--- src/rtl/multi_channel_mux_sequencer.sv ---
// multi_channel_mux_sequencer
//   Registered N-channel multiplexer with two operating modes:
//   manual (Select picks the channel) and auto scan (each channel is shown
//   for DWELL enabled cycles in turn, with a Wrap pulse on the final cycle
//   of the last channel). Entering scan costs one dead cycle; leaving it
//   does not.
//
// Parameters
//   WIDTH    data bits per channel (>=1)
//   CHANNELS number of input channels (>=2)
//   DWELL    enabled cycles spent on each channel while scanning (>=1)
//   SEL_W    derived channel-index width, max(1, clog2(CHANNELS)); fixed
//
// Ports
//   Clock        rising-edge clock
//   Reset        synchronous, active-high reset
//   In_Bus       channel k at bits [k*WIDTH +: WIDTH]
//   Select       manual-mode channel index
//   Mode         0 = manual, 1 = auto scan
//   Enable       1 = advance/update, 0 = hold
//   Out          registered selected channel data
//   Out_Channel  index of the channel currently on Out
//   Out_Valid    Out was loaded with valid data on the last edge
//   Wrap         pulse on the last dwell cycle of channel CHANNELS-1
//   Parity       even parity of Out (only with MUX_SEQ_PARITY_EN defined)
//
// Build option
//   MUX_SEQ_PARITY_EN  adds the registered Parity output.

module multi_channel_mux_sequencer #(
    parameter int unsigned  WIDTH    = 4,
    parameter int unsigned  CHANNELS = 4,
    parameter int unsigned  DWELL    = 2,
    localparam int unsigned SEL_W    = (CHANNELS > 2) ? $clog2(CHANNELS) : 1
) (
    input  logic                      Clock,
    input  logic                      Reset,
    input  logic [WIDTH*CHANNELS-1:0] In_Bus,
    input  logic [SEL_W-1:0]          Select,
    input  logic                      Mode,
    input  logic                      Enable,
    output logic [WIDTH-1:0]          Out,
    output logic [SEL_W-1:0]          Out_Channel,
    output logic                      Out_Valid,
    output logic                      Wrap
`ifdef MUX_SEQ_PARITY_EN
    ,
    output logic                      Parity
`endif
);

    localparam int unsigned      CNT_W    = (DWELL > 1) ? $clog2(DWELL) : 1;
    localparam logic [0:0]       StManual = 1'b0;
    localparam logic [0:0]       StScan   = 1'b1;
    localparam logic [SEL_W-1:0] LastPtr  = SEL_W'(CHANNELS - 1);
    localparam logic [CNT_W-1:0] LastCnt  = CNT_W'(DWELL - 1);

    logic [0:0]       state_q, state_d;
    logic [SEL_W-1:0] ptr_q, ptr_d;
    logic [CNT_W-1:0] cnt_q, cnt_d;
    logic [WIDTH-1:0] out_q, out_d;
    logic [SEL_W-1:0] ch_q, ch_d;
    logic             valid_q, valid_d;
    logic             wrap_q, wrap_d;
    logic             do_manual;
    logic             sel_ok;

    // Decoded mux: an index outside 0..CHANNELS-1 yields zero, never an
    // out-of-range slice.
    function automatic logic [WIDTH-1:0] pick(input logic [WIDTH*CHANNELS-1:0] bus,
                                              input logic [SEL_W-1:0]          idx);
        logic [WIDTH-1:0] v;
        v = '0;
        for (int k = 0; k < int'(CHANNELS); k++) begin
            if (idx == SEL_W'(k)) v = bus[k*WIDTH +: WIDTH];
        end
        return v;
    endfunction

    assign sel_ok = (32'(Select) < CHANNELS);

    always_comb begin
        state_d   = state_q;
        ptr_d     = ptr_q;
        cnt_d     = cnt_q;
        out_d     = out_q;
        ch_d      = ch_q;
        valid_d   = 1'b0;
        wrap_d    = 1'b0;
        do_manual = 1'b0;

        if (state_q == StScan) begin
            if (Mode) begin
                if (Enable) begin
                    out_d   = pick(In_Bus, ptr_q);
                    ch_d    = ptr_q;
                    valid_d = 1'b1;
                    if (cnt_q == LastCnt) begin
                        cnt_d  = '0;
                        ptr_d  = (ptr_q == LastPtr) ? '0 : ptr_q + 1'b1;
                        wrap_d = (ptr_q == LastPtr);
                    end else begin
                        cnt_d = cnt_q + 1'b1;
                    end
                end
            end else begin
                // Leaving scan serves the manual request in the same cycle.
                state_d   = StManual;
                ptr_d     = '0;
                cnt_d     = '0;
                do_manual = 1'b1;
            end
        end else begin
            if (Mode) begin
                // Dead cycle on scan entry, independent of Enable.
                state_d = StScan;
                ptr_d   = '0;
                cnt_d   = '0;
            end else begin
                do_manual = 1'b1;
            end
        end

        if (do_manual && Enable) begin
            if (sel_ok) begin
                out_d   = pick(In_Bus, Select);
                ch_d    = Select;
                valid_d = 1'b1;
            end else begin
                out_d = '0;
            end
        end
    end

    always_ff @(posedge Clock) begin
        if (Reset) begin
            state_q <= StManual;
            ptr_q   <= '0;
            cnt_q   <= '0;
            out_q   <= '0;
            ch_q    <= '0;
            valid_q <= 1'b0;
            wrap_q  <= 1'b0;
        end else begin
            state_q <= state_d;
            ptr_q   <= ptr_d;
            cnt_q   <= cnt_d;
            out_q   <= out_d;
            ch_q    <= ch_d;
            valid_q <= valid_d;
            wrap_q  <= wrap_d;
        end
    end

    assign Out         = out_q;
    assign Out_Channel = ch_q;
    assign Out_Valid   = valid_q;
    assign Wrap        = wrap_q;

`ifdef MUX_SEQ_PARITY_EN
    logic parity_q, parity_d;

    // Tracks Out exactly, so it holds whenever Out holds.
    assign parity_d = ^out_d;

    always_ff @(posedge Clock) begin
        if (Reset) parity_q <= 1'b0;
        else       parity_q <= parity_d;
    end

    assign Parity = parity_q;
`endif

endmodule

--- config.mk ---
export PLATFORM = sky130hd
export DESIGN_NAME = multi_channel_mux_sequencer
export DESIGN_NICKNAME = d
export VERILOG_FILES = /design/src/rtl/multi_channel_mux_sequencer.sv
export SDC_FILE = /design/constraint.sdc
export NUM_CORES = 1
export LEC_CHECK = 0
export ABC_CLOCK_PERIOD_IN_PS = 1550
export BUFFER_PORTS_ARGS = -buffer_cell sky130_fd_sc_hd__buf_2
export CAP_MARGIN = 20
export CORE_ASPECT_RATIO = 0.75
export CORE_MARGIN = 3
export CORE_UTILIZATION = 23
export CTS_BUF_LIST = sky130_fd_sc_hd__clkbuf_8
export CTS_CLUSTER_SIZE = 24
export DETAILED_ROUTE_END_ITERATION = 12
export SETUP_SLACK_MARGIN = 0.2
export SLEW_MARGIN = 30
export SYNTH_ARGS = -nofsm -noshare
export SYNTH_HDL_FRONTEND = slang
export SYNTH_SLANG_ARGS = --single-unit
--- constraint.sdc ---
create_clock -name Clock -period 1.55 [get_ports Clock]
set_input_delay 0.0775 -clock Clock [delete_from_list [all_inputs] [get_ports Clock]]
set_output_delay 0.0775 -clock Clock [all_outputs]
set_load 0.02 [all_outputs]
==> metrics.yaml <==
run_status:
  outcome: "complete, no violations"
synth:
  synthCells: 78
  synth_edf_count: 0
  seq_area_frac_synth_pct: 31.2
  postSynthAreaPerCell_sq_um: 9.88
  synth_top_cell_by_area: "dfxtp_1"
  synthFlopType: "dfxtp_1"
  netlist_area_sq_um: 771
  yosysWarnings: 0
  synthTopCellsByArea: "dfxtp_1 (31%), mux4_1 (6.8%), ha_1 (6.5%), mux4_2 (5.8%), a221o_1 (5.2%)"
  synth.distinct_cells: 32
  ys_seq_elements: 12
  synth.most_common_cell: "dfxtp_1"
  postSynthNetCount: 104
  synthArstFlopShare_pct: 0
  synth_commonest_cells: "dfxtp_1 (12), nor2_1 (6), a21oi_1 (5)"
  netlist.area_leader.share_pct: 31.2
floorplanning:
  die_x_um: 72.8
  row_count: 17
  core_sq_um: 3060
  die_h_um: 56.1
  start_util_pct: 25.2
  ioPinCount: 30
  die-area_sq_um: 4090
global_route:
  grt_max_degree: 11
  antenna_found_initial: 0
  grt_pass1_wl_mm: 3.41
  grt_pass1_vias: 733
  grt_overflow: 0
  track_usage_pct: 10.7
cts:
  clock-sinks: 12
  cts_root_buf: "clkbuf_8"
  cts_htree_levels: 1
  clk_pin_slew_ps: 60
  cts_tree: "built"
  insertion_delay_ps: 240
  cts_buffers: 3
  cts_hold_buf: 0
  clockBufferDepth: 2
route:
  vias: 725
  routed_wl_mm: 2.01
  via_per_inst: 4.80
  ant_nets: 0
  wire_per_inst_um: 13.3
  first_iter_violations: 30
  remaining_drc_errors: 0
  dr.pass1.iters: 4
worst_setup_path:
  path_class: "register to register"
  r2r-start: "ptr_q[0]"
  required_ps: 1680
  path_cells: "inv_4 -> ha_4 -> or2_4 -> a221oi_2 -> nor3_1 -> a221o_1"
  cp-start-kind: "register"
  cpMaxStageDelayCell: "dfxtp_4"
  ff2ff_setup_slack_ps: 50
  slowest_delay_ps: 400
  reg2reg_depth: 6
  cp_data_arrival_time_ps: 1630
  crit_path_end_kind: "register"
  r2r_end: "Out[3]"
  cp_max_fo: 4
place:
  place_area_sq_um: 1020
  port_buffers: 29
  place_congestion: 0.768
  dp_hpwl_mm: 1.67
power_and_ir_drop:
  peakVddDrop_uv: 301
  p_leak_uw: 0.000460
  power_density_nw_per_um2: 760
final_layout:
  fin_nets: 140
  layout-drive-gt1-share_pct: 53.1
  nFillCells: 318
  syn_to_final_growth_pct: 43.8
  antennaDiodeCount: 0
  final_area_sq_um: 1110
sta:
  holdWs_ps: 91.4
  grt_setup_unrepaired: "true"
  worstMarginPinSlew_ps: 340
  finalSetupTns_ps: 0
  finClkSkew_ps: 2.31
  max_freq_mhz: 668
  setup-violations-final: 0
  timing.slew.headroom_pct: 77.3
  fin_crit_ps: 1500
  post-route-period-util_pct: 96.5
  hold_viol: 0
  slew_violations: 0
worst_hold_path:
  hold_start: "Reset"
  min_to: "ptr_q[1]"
  hp-class: "input port to register"
  hold_depth: 2
job:
  maxCapViolCount: 0
sequential cells by signal, indices dropped and copies added (netlist names):
| register | cells |
|---|---|
| Out | 4 |
| Out_Channel | 2 |
| Out_Valid | 1 |
| Wrap | 1 |
| cnt_q | 1 |
| ptr_q | 2 |
| state_q | 1 |
through the flow:
step | power [uW] | utilization (%) | cells | setup WS [ps]
after global placement | 496 | 33.2 | 143 | 81.5
after CTS | 854 | 35.6 | 149 | 52.8
final | 843 | 36.2 | 151 | 54.0
after global routing | 882 | 36.2 | 151 | -11.4
after floorplan | 437 | - | 78 | 134
after detailed placement | 500 | 33.2 | 143 | 55.2
layout by cell type, fill, tap and decap left out, drive strengths merged, types with 3 or more instances in the layout:
master,synthesis,layout
a211oi,3,3
a21oi,5,5
a221o,4,4
a221oi,3,3
buf,2,33
clkbuf,0,4
dfxtp,12,12
ha,4,4
inv,4,4
mux4,4,4
nand2,4,4
nor2,6,6
nor3,4,4
o21ai,3,3
o22ai,3,3
worst max-delay path by stage:
stage | from | end | slack (ps) | cells past startpoint
6_report | ptr_q[0] | Out[3] | 50 | 6
5_1_grt | ptr_q[0] | Out[3] | -10 | 6
4_1_cts | ptr_q[0] | Out[3] | 50 | 6
3_5_place_dp | ptr_q[0] | Out[3] | 60 | 6
3_3_place_gp | ptr_q[0] | Out[2] | 80 | 6
2_1_floorplan | ptr_q[0] | Out[2] | 130 | 6
layer usage:
layer  GRT usage [%]  vias up  wire length [um]
met2            18.8       15              1070
met4            2.37        0                29
met1            11.4      336               791
met5               0        -                 0
li1                -      370                 -
met3            5.05        4               125
kinds of logic after synthesis:
family	count (synthesis)	share of synthesized area [%]
AO/OA/AOI/OAI	22	21.1
adder cells (fa/ha/maj)	4	6.49
buffers and inverters	6	4.38
flip-flops	12	31.2
multiplexers	6	15.4
AND/OR/NAND/NOR	28	21.4
power breakdown:
group / switching (uW) / internal (uW) / leakage [uW]
combinational: 82.5 / 80.0 / 0.000332
sequential: 10.4 / 321 / 0.0000998
clock: 124 / 225 / 0.0000288
total: 217 / 626 / 0.000460
worst max-delay path: cells and delay by family, from the launching register on:
family	cells	cell delay, ps
flops	1	400
buf+inv	1	50
simple gates	2	330
fa+ha+maj	1	160
compound gates	2	430
what timing repair did:
item,4_1_cts,5_1_grt
gates resized for setup,2,1
buffers inserted,2,2
endpoints found under the setup margin,4,4
pin swaps,0,1
cell type report:
cell class,count,area [sq um],area share (%)
flip-flops and latches,12,248,22.3
repair buffers,33,175,15.8
inverters,4,17.5,1.58
clock buffers,4,55.1,4.97
multi-input cells,60,566,51.0
well taps,38,47.5,4.29
Power figures use the tool's default switching activity.
